## src/rtl/square_pkg.sv

```systemverilog
// Shared definitions for the shift-add squarer: FSM state encoding and counter sizing.
// The optional SQUARE_EARLY_EXIT_EN macro is consumed in square.sv only.
package square_pkg;

    typedef enum logic [1:0] {
        IDLE = 2'd0,
        CALC = 2'd1,
        DONE = 2'd2
    } state_t;

    // Ceiling log2, usable in constant expressions for sizing the bit counter.
    function automatic int clog2(input int v);
        int r;
        r = 0;
        for (int i = 0; i < 31; i++) begin
            if ((1 << i) < v) begin
                r = i + 1;
            end
        end
        return r;
    endfunction

endpackage

```

## src/rtl/square_step.sv

```systemverilog
// One combinational shift-add step: conditionally add the shifted multiplicand.
module square_step #(
    parameter int Width = 32
) (
    input  logic [2*Width-1:0] acc,
    input  logic [2*Width-1:0] mcand,
    input  logic               mbit,
    output logic [2*Width-1:0] acc_nxt
);

    always_comb begin
        acc_nxt = acc;
        if (mbit) begin
            acc_nxt = acc + mcand;
        end
    end

endmodule

```

## src/rtl/square.sv

```systemverilog
// Sequential squarer y = x*x using one shift-add step per clock, four-phase req/fin handshake.
// Define SQUARE_EARLY_EXIT_EN to leave CALC once the remaining multiplier bits are all zero.
module square
    import square_pkg::*;
#(
    parameter int Width = 32
) (
    input  logic               clk,
    input  logic               rst,
    input  logic               req,
    output logic               fin,
    input  logic [Width-1:0]   x,
    output logic [2*Width-1:0] y
);

    localparam int CW = (clog2(Width) > 0) ? clog2(Width) : 1;
    localparam logic [CW-1:0] CNT_LAST = CW'(Width - 1);

    state_t             state;
    logic [Width-1:0]   opnd;
    logic [2*Width-1:0] mcand;
    logic [2*Width-1:0] acc;
    logic [2*Width-1:0] acc_nxt;
    logic [CW-1:0]      cnt;
    logic               last;

    square_step #(.Width(Width)) u_step (
        .acc     (acc),
        .mcand   (mcand),
        .mbit    (opnd[0]),
        .acc_nxt (acc_nxt)
    );

    // last is true on the CALC edge that consumes the final meaningful multiplier bit.
`ifdef SQUARE_EARLY_EXIT_EN
    assign last = (cnt == CNT_LAST) || (opnd[Width-1:1] == '0);
`else
    assign last = (cnt == CNT_LAST);
`endif

    always_ff @(posedge clk or posedge rst) begin
        if (rst) begin
            state <= IDLE;
            fin   <= 1'b0;
            y     <= '0;
            acc   <= '0;
            opnd  <= '0;
            mcand <= '0;
            cnt   <= '0;
        end else begin
            case (state)
                IDLE: begin
                    if (req) begin
                        opnd  <= x;
                        mcand <= {{Width{1'b0}}, x};
                        acc   <= '0;
                        cnt   <= '0;
                        state <= CALC;
                    end
                end
                CALC: begin
                    if (!req) begin
                        // Abort: y keeps the previous completed result.
                        state <= IDLE;
                    end else begin
                        acc   <= acc_nxt;
                        mcand <= mcand << 1;
                        opnd  <= opnd >> 1;
                        cnt   <= cnt + CW'(1);
                        if (last) begin
                            y     <= acc_nxt;
                            fin   <= 1'b1;
                            state <= DONE;
                        end
                    end
                end
                DONE: begin
                    if (!req) begin
                        fin   <= 1'b0;
                        state <= IDLE;
                    end
                end
                default: begin
                    fin   <= 1'b0;
                    state <= IDLE;
                end
            endcase
        end
    end

endmodule
```

## config.mk

```make
export PLATFORM = sky130hd
export DESIGN_NAME = square
export DESIGN_NICKNAME = d
export VERILOG_FILES = /design/src/rtl/square_pkg.sv /design/src/rtl/square_step.sv /design/src/rtl/square.sv
export SDC_FILE = /design/constraint.sdc
export NUM_CORES = 1
export LEC_CHECK = 0
export ABC_AREA = 1
export BUFFER_PORTS_ARGS = -buffer_cell sky130_fd_sc_hd__buf_2
export CAP_MARGIN = 40
export CORE_MARGIN = 2
export CORE_UTILIZATION = 52
export CTS_CLUSTER_SIZE = 10
export DETAILED_ROUTE_END_ITERATION = 8
export PLACE_DENSITY_LB_ADDON = 0.3
export SYNTH_ARGS = -nofsm -noshare
export SYNTH_HDL_FRONTEND = slang
export SYNTH_SLANG_ARGS = --single-unit
export TNS_END_PERCENT = 20
```

## constraint.sdc

```tcl
create_clock -name clk -period 19.3 [get_ports clk]
set_clock_uncertainty 0.15 [all_clocks]
set_input_delay 0.965 -clock clk [delete_from_list [all_inputs] [get_ports clk]]
set_output_delay 0.965 -clock clk [all_outputs]
set_load 0.02 [all_outputs]
```

== Word-level counts from Yosys, hierarchy flattened ==
Index checks and enable logic that the tools add are counted.
Widths: inputs -> output; s select.

* Register bits after elaboration: 232
* Output and inout bits: 65

* Add/subtract/negate cells: 2
* Equal/unequal tests: 8
* Multiplexer cells: 22
* Bitwise gates (word level): 1
* Reductions and logical operators: 6

{| class="wikitable"
|+ Operators with widths
! operator !! number
|-
| $mux 64 || 5
|-
| $pmux 64 s2 || 2
|-
| $add 64x64->64 || 1
|-
| $mux 32 || 2
|-
| $pmux 32 s2 || 1
|-
| $mux 5 || 2
|-
| $pmux 5 s2 || 1
|-
| $reduce_and 3->1 || 3
|-
| $mux 2 || 4
|-
| $ne 2x2->1 const B || 4
|-
| $pmux 2 s3 || 1
|-
| $add 5x1->5 const B || 1
|-
| $eq 5x5->1 const B || 1
|-
| $reduce_and 4->1 || 1
|-
| $mux 1 || 3
|-
| $ne 3x3->1 const B || 1
|-
| $pmux 1 s3 || 1
|-
| $eq 2x1->1 const B || 1
|-
| $eq 2x2->1 const B || 1
|-
| $logic_not 2->1 || 1
|-
| $reduce_bool 2->1 || 1
|-
| $not 1->1 || 1
|}

== Logic depth before layout (Yosys ltp) ==
* Word-level depth: 4
* Depth in mapped cells: 17
* Depth with buffers taken out: 17

== Cells and area by module ==
From an unflattened synthesis, not the netlist that was laid out.

* Cell total of the unflattened synthesis: 2506
* Area total of the unflattened synthesis: 16055.4 um^2

{| class="wikitable"
|+ By module, submodules not included
! module !! instances !! cells an instance !! area each (um^2)
|-
| square || 1 || 1081 || 9424.0
|-
| square_step || 1 || 1425 || 6631.4
|}

== Worst setup path after synthesis ==
Ideal clock, no wire load.

* Kind: in2reg
* Start: in req
* End: reg acc[0]
* Library setup time: 0.141 ns
* Data arrival time: 1.905 ns
* Slack: 17.104 ns
* Cell stages on the path: 5
* Buffers on the path: 2
* Cells stage by stage: inv_1 nor2_1 clkbuf_1 clkbuf_1 o22ai_1

* Cells in the longest elaborated chain, start to end: 2
* Elaborated cells on any way between the ends: 3

{| class="wikitable"
|+ Ends and longest elaborated chain
! item !! line !! RTL
|-
| start, declared || square.sv:10 || <nowiki>input logic req,</nowiki>
|-
| $ne 2x2->1 (no source line) || - ||
|-
| $reduce_and 3->1 (no source line) (*) || - ||
|-
| end signal, assigned || square.sv:66 || <nowiki>acc <= acc_nxt;</nowiki>
|-
| end, declared || square.sv:22 || <nowiki>logic [2*Width-1:0] acc;</nowiki>
|}

Mark *: on every way between the ends. The rest lies on a longest branch, timed or not.
A chain may end at the register's enable or synchronous reset.

== Final worst setup path ==
* Start: reg mcand[0]
* End: reg acc[44]

* Cells in the longest elaborated chain, start to end: 4

{| class="wikitable"
|+ Ends and longest elaborated chain
! item !! line !! RTL
|-
| start, declared || square.sv:21 || <nowiki>logic [2*Width-1:0] mcand;</nowiki>
|-
| start signal, assigned || square.sv:55 || <nowiki>mcand <= {{Width{1'b0}}, x};</nowiki>
|-
| start signal, assigned || square.sv:67 || <nowiki>mcand <= mcand << 1;</nowiki>
|-
| $add 64x64->64 || square_step.sv:14 || <nowiki>acc_nxt = acc + mcand;</nowiki>
|-
| $mux 64 || square_step.sv:13 || <nowiki>if (mbit) begin</nowiki>
|-
| $mux 64 || square.sv:62 || <nowiki>if (!req) begin</nowiki>
|-
| $pmux 64 s2 || square.sv:51 || <nowiki>case (state)</nowiki>
|}

No other way between the ends. The select of a mux whose other input is x is not followed.

==> impl_metrics.env <==
export IMPL_std_cell_rows=64
export IMPL_drv_cap=0
export IMPL_async_flop_share_pct=100
export IMPL_start_util_pct=52.6
export IMPL_setup_viol=0
export IMPL_final_cells=2934
export IMPL_cts_tree="done"
export IMPL_crit_path_top_delay_cell="dfrtp_1"
export IMPL_leakagePower_nw=10.4
export IMPL_die_area_um2=32300
export IMPL_fp_dieW_um=180
export IMPL_port_buffers=99
export IMPL_cellPowerDensity_nw_per_um2=84.6
export IMPL_clock_latency_ps=550
export IMPL_wl_um=47200
export IMPL_peakVddDrop_mv=0.0576
export IMPL_synth_top_area_share_pct=36.2
export IMPL_htree_levels=1
export IMPL_drive_above_1_share_pct=10.5
export IMPL_period_minus_slack_ps=3010
export IMPL_place_congestion=0.969
export IMPL_arrival_ps=3300
export IMPL_ios=100
export IMPL_ctsHoldBuffers=0
export IMPL_syn_to_final_growth_pct=10.7
export IMPL_status="finished clean"
export IMPL_firstDrtPassIters=8
export IMPL_synth_area_leaders="dfrtp_1, nand2_1, inv_1"
export IMPL_crit_required_ps=19590
export IMPL_endpoint_kind="register"
export IMPL_grt_max_degree=89
export IMPL_slew_limit_headroom_pct=54.9
export IMPL_grt_antenna_before_repair=0
export IMPL_drc=0
export IMPL_grt_pass1_vias=14500
export IMPL_postRouteAntennaNets=0
export IMPL_fillCellCount=2947
export IMPL_yosysWarnings=0
export IMPL_synth_flop_cell="dfrtp_1"
export IMPL_cts_buffers=27
export IMPL_layout_setup_ws_ps=16290
export IMPL_clkTransAtPathRegs_ps=50
export IMPL_syn_area_per_cell_um2=6.53
export IMPL_vias=15100
export IMPL_ys_ff_latch=232
export IMPL_period_share_pct=15.6
export IMPL_numClockSinks=232
export IMPL_antenna_cells=0
export IMPL_yosysTopAreaCell="dfrtp_1"
export IMPL_grt_ovfl_total=0
export IMPL_grt_pass1_wl_um=76700
export IMPL_dp_cells=2901
export IMPL_core_um2=30500
export IMPL_syn_inst=2457
export IMPL_synth_edf_count=0
export IMPL_synth_seq_area_share_pct=36.2
export IMPL_viasPerCell=5.16
export IMPL_dp_hpwl_um=37200
export IMPL_crit_type="register to register"
export IMPL_drv_slew=0
export IMPL_hold_viol_final=0
export IMPL_grt_setup_unrepaired="false"
export IMPL_start_kind="register"
export IMPL_setup_tns_final_ps=0
export IMPL_hp_class="register to register"
export IMPL_synth_fp_nets=2558
export IMPL_whs_ps=318
export IMPL_synth_cell_area_um2=16000
export IMPL_path_cells="ha_1 > inv_1 > fa_1 > nor2_1 > or2_1 > nand3_1 > nand2_1 > nand2_1 > nand2_2 > nand2_1 > nand3_1 > nand3_1 > nand3_1 > nand2_1"
export IMPL_cts_path_max_buffers=3
export IMPL_finalNetCount=2635
export IMPL_track_usage_pct=29.6
export IMPL_drtIter0Drc=1255
export IMPL_cp_slowest_stage_delay_ps=460
export IMPL_cts_resized=0
export IMPL_root_buffer="clkbuf_16"
export IMPL_yosys_cell_types_count=37
export IMPL_post_cts_buffers=0
export IMPL_pre_cts_slack_ps=16200
export IMPL_chipHeight_um=180
export IMPL_clock_fmax_mhz=332
export IMPL_tightest_slew_ps=677
export IMPL_crit_path_max_fanout=3
export IMPL_wire_per_inst_um=16.1
## worst max-delay path, delay by kind of cell, from the launching register on
kind	cells	cell delay (ps)
simple gates	11	1560
fa+ha+maj	2	650
flops	1	460
buf+inv	1	70
## final cells by class
cell class	count	area, um2	share of cell area (%)
Clock buffer	31	701	3.95
Clock inverter	2	38.8	0.218
Inverter	527	1990	11.2
Multi-Input combinational cell	1630	7990	45.0
Sequential cell	232	5810	32.7
Tap cell	396	495	2.79
Timing Repair Buffer	116	741	4.17
## path summary, 6_finish.rpt
check,start,to,slack [ps],cells past startpoint
setup / recovery,mcand[0],acc[44],16290,14
hold / removal,y[44],y[44],320,2
setup reg to reg,mcand[0],acc[44],16290,14
hold reg to reg,y[44],y[44],320,2
max in group asynchronous,rst,acc[15],17480,4
min in group asynchronous,rst,cnt[2],350,2
## per-stage QoR
stage               power, mW  util (%)  cell area (um2)
global placement         1.03      55.2            16800
floorplan               0.907         -            16000
detailed placement       1.05      55.8            17000
CTS                      1.51      58.2            17800
global route             1.59      58.2            17800
finish                   1.50      58.2            17800
## per-layer routing
| metal | track usage (%) | routed length (um) | up-vias |
|---|---|---|---|
| met5 | 0 | 0 | - |
| met4 | 5.37 | 652 | 0 |
| met3 | 3.30 | 3510 | 42 |
| met2 | 44.3 | 19900 | 458 |
| met1 | 46.4 | 23200 | 6997 |
| li1 | - | - | 7644 |
## cells by family after synthesis
logic type	after synthesis	synth area share, %
AOI/OAI and AO/OA	233	8.56
and+or+nand+nor	1301	34.3
xor gates and xnor gates	30	1.64
buffers and inverters	595	14.1
adders and majority gates	66	5.20
DFF	232	36.2
## cell usage after synthesis (all sizes together), types with 8 or more instances
library cell,count
a21oi,45
dfrtp,232
nand3,162
nor2,183
or2,33
o211ai,18
o21ai,55
inv,525
nor3,15
ha,65
nand4,8
o22ai,108
buf,25
xor2,17
clkbuf,43
nand2,897
xnor2,13
## registers in the layout (all words and copies together) (netlist names)
register and flops:
acc 64, cnt 5, fin 1, mcand 64
opnd 32, state 2, y 64
## layout by cell type, fill, tap and decap left out, drive strengths merged
cell    netlist  layout
ha           65      65
bufinv        0       1
xor2         17      17
nand2       897     897
a22o          2       2
and2          1       1
a32o          1       1
o31ai         1       1
o21bai        2       2
a22oi         1       1
clkbuf       43      31
inv         525     526
nor2        183     183
xnor2        13      13
dfrtp       232     232
a21oi        45      45
clkinv        2       2
fa            1       1
o21ai        55      55
or2          33      33
buf          25     116
nor3         15      15
nand4         8       8
o211ai       18      18
o22ai       108     108
nand3       162     162
nor4          2       2
## where the power goes
group	total, mW	internal, mW	leakage (nW)	switching [mW]
Clock	0.454	0.265	0.362	0.189
Combinational	0.477	0.156	7.05	0.321
Sequential	0.570	0.528	3.02	0.0428
Note: power is estimated with default switching activity, not from simulation.
